File: src/rtl/id_ex_stage.sv
// Decode-to-execute pipeline register with same-cycle writeback bypass,
// load-use bubble insertion, flush, and operand snoop while stalled.
module id_ex_stage #(
    parameter int unsigned XLEN     = 32,
    parameter int unsigned CTRL_W   = 16,
    parameter int unsigned LOAD_BIT = 0
) (
    input  logic              clk,
    input  logic              rst_n,
    input  logic              id_valid,
    output logic              id_ready,
    input  logic [XLEN-1:0]   id_pc,
    input  logic [XLEN-1:0]   id_imm,
    input  logic [4:0]        id_rs1,
    input  logic [4:0]        id_rs2,
    input  logic [4:0]        id_rd,
    input  logic [CTRL_W-1:0] id_ctrl,
    input  logic [XLEN-1:0]   rf_rd1,
    input  logic [XLEN-1:0]   rf_rd2,
    input  logic              wb_reg_write,
    input  logic [4:0]        wb_rd,
    input  logic [XLEN-1:0]   wb_wd,
    input  logic              flush,
    input  logic              ex_ready,
    output logic              ex_valid,
    output logic [XLEN-1:0]   ex_pc,
    output logic [XLEN-1:0]   ex_imm,
    output logic [XLEN-1:0]   ex_op1,
    output logic [XLEN-1:0]   ex_op2,
    output logic [4:0]        ex_rs1,
    output logic [4:0]        ex_rs2,
    output logic [4:0]        ex_rd,
    output logic [CTRL_W-1:0] ex_ctrl
);

    logic              ex_valid_q, ex_valid_d;
    logic [XLEN-1:0]   ex_pc_q,    ex_pc_d;
    logic [XLEN-1:0]   ex_imm_q,   ex_imm_d;
    logic [XLEN-1:0]   ex_op1_q,   ex_op1_d;
    logic [XLEN-1:0]   ex_op2_q,   ex_op2_d;
    logic [4:0]        ex_rs1_q,   ex_rs1_d;
    logic [4:0]        ex_rs2_q,   ex_rs2_d;
    logic [4:0]        ex_rd_q,    ex_rd_d;
    logic [CTRL_W-1:0] ex_ctrl_q,  ex_ctrl_d;

    logic [XLEN-1:0]   op1_n, op2_n;
    logic              advance, hazard;

    always_comb begin
        // x0 reads as zero; a same-cycle writeback wins over the stale RF read.
        if (id_rs1 == 5'd0)
            op1_n = '0;
        else if (wb_reg_write && wb_rd == id_rs1)
            op1_n = wb_wd;
        else
            op1_n = rf_rd1;

        if (id_rs2 == 5'd0)
            op2_n = '0;
        else if (wb_reg_write && wb_rd == id_rs2)
            op2_n = wb_wd;
        else
            op2_n = rf_rd2;

        advance  = !ex_valid_q || ex_ready;
        hazard   = ex_valid_q && ex_ctrl_q[LOAD_BIT] && (ex_rd_q != 5'd0) &&
                   ((ex_rd_q == id_rs1) || (ex_rd_q == id_rs2));
        id_ready = advance && !hazard;

        ex_valid_d = ex_valid_q;
        ex_pc_d    = ex_pc_q;
        ex_imm_d   = ex_imm_q;
        ex_op1_d   = ex_op1_q;
        ex_op2_d   = ex_op2_q;
        ex_rs1_d   = ex_rs1_q;
        ex_rs2_d   = ex_rs2_q;
        ex_rd_d    = ex_rd_q;
        ex_ctrl_d  = ex_ctrl_q;

        if (flush || (advance && hazard)) begin
            ex_valid_d = 1'b0;
            ex_ctrl_d  = '0;
        end else if (advance) begin
            ex_valid_d = id_valid;
            ex_pc_d    = id_pc;
            ex_imm_d   = id_imm;
            ex_op1_d   = op1_n;
            ex_op2_d   = op2_n;
            ex_rs1_d   = id_rs1;
            ex_rs2_d   = id_rs2;
            ex_rd_d    = id_rd;
            ex_ctrl_d  = id_valid ? id_ctrl : '0;
        end else begin
            // Stalled: keep held operands current with writebacks behind us.
            if (wb_reg_write && wb_rd != 5'd0 && wb_rd == ex_rs1_q)
                ex_op1_d = wb_wd;
            if (wb_reg_write && wb_rd != 5'd0 && wb_rd == ex_rs2_q)
                ex_op2_d = wb_wd;
        end
    end

    always_ff @(posedge clk or negedge rst_n) begin
        if (!rst_n) begin
            ex_valid_q <= 1'b0;
            ex_pc_q    <= '0;
            ex_imm_q   <= '0;
            ex_op1_q   <= '0;
            ex_op2_q   <= '0;
            ex_rs1_q   <= '0;
            ex_rs2_q   <= '0;
            ex_rd_q    <= '0;
            ex_ctrl_q  <= '0;
        end else begin
            ex_valid_q <= ex_valid_d;
            ex_pc_q    <= ex_pc_d;
            ex_imm_q   <= ex_imm_d;
            ex_op1_q   <= ex_op1_d;
            ex_op2_q   <= ex_op2_d;
            ex_rs1_q   <= ex_rs1_d;
            ex_rs2_q   <= ex_rs2_d;
            ex_rd_q    <= ex_rd_d;
            ex_ctrl_q  <= ex_ctrl_d;
        end
    end

    assign ex_valid = ex_valid_q;
    assign ex_pc    = ex_pc_q;
    assign ex_imm   = ex_imm_q;
    assign ex_op1   = ex_op1_q;
    assign ex_op2   = ex_op2_q;
    assign ex_rs1   = ex_rs1_q;
    assign ex_rs2   = ex_rs2_q;
    assign ex_rd    = ex_rd_q;
    assign ex_ctrl  = ex_ctrl_q;

endmodule
File: config.mk
export PLATFORM = sky130hd
export DESIGN_NAME = id_ex_stage
export DESIGN_NICKNAME = d
export VERILOG_FILES = /design/src/rtl/id_ex_stage.sv
export SDC_FILE = /design/constraint.sdc
export NUM_CORES = 1
export LEC_CHECK = 0
export ABC_AREA = 1
export CAP_MARGIN = 0
export CORE_UTILIZATION = 43
export CTS_CLUSTER_DIAMETER = 40
export DETAILED_ROUTE_END_ITERATION = 6
export GPL_ROUTABILITY_DRIVEN = 0
export GPL_TIMING_DRIVEN = 0
export PLACE_DENSITY_LB_ADDON = 0.3
export SETUP_SLACK_MARGIN = 0.5
export SLEW_MARGIN = 20
export SYNTH_ARGS = -nofsm -noshare
export SYNTH_HDL_FRONTEND = slang
export SYNTH_SLANG_ARGS = --single-unit
File: constraint.sdc
create_clock -name clk -period 2.2 [get_ports clk]
set_clock_uncertainty 0.15 [all_clocks]
set_input_delay 0.22 -clock clk [delete_from_list [all_inputs] [get_ports clk]]
set_output_delay 0.22 -clock clk [all_outputs]
set_load 0.01 [all_outputs]
==> reports/metrics.cfg <==
[worst_setup_path]
crit_fanout=6
setup.worst_path.end_class=flip-flop
cp.required_ns=2.38
start_kind=flip-flop
reg2reg_slack_ns=0.18
criticalPathCategory=flip-flop to flip-flop
cp.arrival_ns=2.20

[detailed_routing]
routed_wl_um=32410
drcViolationCount=0
vias=9566
vias_per_cell=4.954
wl_per_cell_um=16.78
drt-initial-drc-count=706
detail-route-antenna-nets=0
drtPass1Iterations=5

[power]
p_int_w=0.006407
pwr-share-seq=0.380
powerDensity_mw_per_mm2=658.9
p_sw_frac=0.3232
vdd_ir_drop_max_uv=588.7
power.share.clock=0.314
p_sw_w=0.003060
comb_power_share=0.306
leakage_nw=7.567

[floorplan]
rows=50
io_pins=363
initial_utilization=0.4450
dieHeight_um=142.1
coreArea_mm2=0.01896
dieArea_mm2=0.02018
chipWidth_um=142.1

[synth]
ys.flop_type=dfrtp_1
synth_nets=1437
ys_ff_latch=160
synth_area_leaders=dfrtp_1, nand2_1, inv_1
synth_common_cells=nand2_1, dfrtp_1, inv_1, o21ai_1, o21ai_0
yosysSeqAreaShare=0.4747
avgSynthCellArea_um2=6.829
synthDistinctLibCells=21
yosys.cell_count.top_type=nand2_1
synthArstFlopShare=1.000
mappedNetlistArea_mm2=0.008434
yosys_warnings=0
synth_top_cell_area_share=0.4747
synth_cells=1235
synth_top_area_cell=dfrtp_1
synth_edf_count=0

[global_route]
top_usage_layer=met2
grt_util_met3=0.06763
antenna_found_initial=2
overflow=0
first_global_vias=8999
grt_max_degree=85
gr-usage-all-layers=0.3088
met1_usage=0.3871
grt_util_met2=0.4966
grt_pass1_wl_um=47470

[sta]
setup_viol=0
fin_ws_ns=0.1751
hold_viol_final=0
maxSlewHeadroom=0.5852
period_share=0.9204
rsz0062_at_grt=true
max_freq_mhz=493.9
slew_viol_final=0
post-route-min-period_ns=2.025
tightest_slew_ns=0.6222

[clock_tree]
worstSkewPairLatency_ns=0.44
numCtsBuffers=17
clock-root-buffer=clkbuf_16
htreeDepth=4
clock-sinks=160
cts_buffer_depth=2
clk_pin_slew_ns=0.07
cts_tree=yes

[flow_run]
cap_violations=0

[placed_design]
portBuffers=359
hpwl_um=21860
pre_cts_ws_ns=-0.6053
place_inst=1855

[run_status]
outcome=complete, no violations

[min_path]
hold_path.class=primary input to flip-flop

[final_layout]
drive_above_1_share=0.1540
syn_to_final_growth_pct=70.35
final_cells=1931
final_util=0.7580
nets=1858

## stage by stage
stage	area [um^2]	hold slack [ns]	power (W)	setup TNS [ns]
after floorplan	8439	-0.2256	0.004533	0
after global placement	12360	0.3112	0.005986	-951.55
after detailed placement	12390	0.08004	0.006035	-23.29
after CTS	13780	0.05879	0.009219	0
after global routing	14370	0.1088	0.009860	0
final	14370	0.06345	0.009466	0
## metal layers
layer  vias up  share of wire
li1       4563              -
met2       470           0.48
met4         0          0.048
met3       100          0.083
met1      4433           0.39
met5         -              0
## logic make-up (layout without fill, tap and decap cells)
family / Yosys count / after routing / synth area share
AOI/OAI and AO/OA: 89 / 89 / 0.05281
xor gates and xnor gates: 12 / 12 / 0.01246
buffers and inverters: 204 / 637 / 0.1043
DFF: 160 / 160 / 0.4747
other: 0 / 2 / 0
and+or+nand+nor: 770 / 771 / 0.3557
## timing repair
item	4_1_cts	5_1_grt
resized for setup	119	141
setup endpoints to repair	301	321
cloned	13	6
pin swaps	21	34
hold buffers	1	0
hold endpoints to repair	76	0
buffers inserted	13	9
## power groups by stage
stage / Sequential (W) / Combinational (W) / Clock (W)
floorplan: 0.00375 / 0.000786 / 0
global placement: 0.00359 / 0.00240 / 0
detailed placement: 0.00359 / 0.00244 / 0
CTS: 0.00355 / 0.00270 / 0.00297
global route: 0.00364 / 0.00311 / 0.00311
finish: 0.00360 / 0.00290 / 0.00297
## sequential cells by signal (all words and copies together) (netlist names)
| name | cells |
|---|---|
| ex_ctrl | 16 |
| ex_imm | 32 |
| ex_valid | 1 |
| ex_rs1 | 5 |
| ex_pc | 32 |
| ex_rd | 5 |
| ex_op1 | 32 |
| ex_op2 | 32 |
| ex_rs2 | 5 |
## cell usage in the layout (no fill, tap or decap), types with 5 or more instances in the layout
cell type        netlist  layout
buf_4                  8      29
nand3_2                4       5
clkbuf_1              10       5
clkdlybuf4s50_1        0     355
inv_2                  5      15
o21ai_0               41      34
buf_8                  0      15
buf_6                  5      15
nand4_1               20      20
inv_1                137     126
xnor2_1               11      10
buf_12                 0       6
buf_2                 36      11
clkbuf_16              0      21
nand2_2                2      58
nand3_1               22      18
o21ai_1               47      50
nor2_1                19      12
nand2_4                0      25
dfrtp_1              160     156
buf_16                 0       9
nand2_1              702     621
## final timing paths
| check | startpoint | depth (start not counted) | end |
|---|---|---|---|
| worst max-delay path | ex_rd[0] | 14 | ex_imm[12] |
| worst min-delay path | id_valid | 5 | ex_ctrl[1] |
| worst max register to register | ex_rd[0] | 14 | ex_imm[12] |
| worst min register to register | ex_pc[31] | 2 | ex_pc[31] |
| max in group asynchronous | rst_n | 3 | ex_imm[6] |
| min in group asynchronous | rst_n | 2 | ex_ctrl[10] |
## area by class of cell
class / instances / area, um^2
Sequential cell: 160 / 4009
Fill cell: 1346 / 4588
Clock buffer: 17 / 425.4
Tap cell: 260 / 325.3
Timing Repair Buffer: 401 / 4277
Multi-Input combinational cell: 872 / 4003
Inverter: 142 / 535.5
Antenna cell: 2 / 5.005
Buffer: 62 / 621.8
Clock inverter: 15 / 166.4
## worst max-delay path: stages, from the launching register on
cell     delay (ns)
dfrtp_2        0.48
nand2_2        0.10
inv_2          0.05
nor2_4         0.11
nor2_4         0.05
nand3_2        0.07
nand2_4        0.08
nand2_4        0.08
nand3_4        0.09
buf_12         0.17
buf_12         0.12
buf_16         0.13
buf_8          0.13
nand2_2        0.05
nand2_2        0.05
Power figures use the tool's default switching activity.
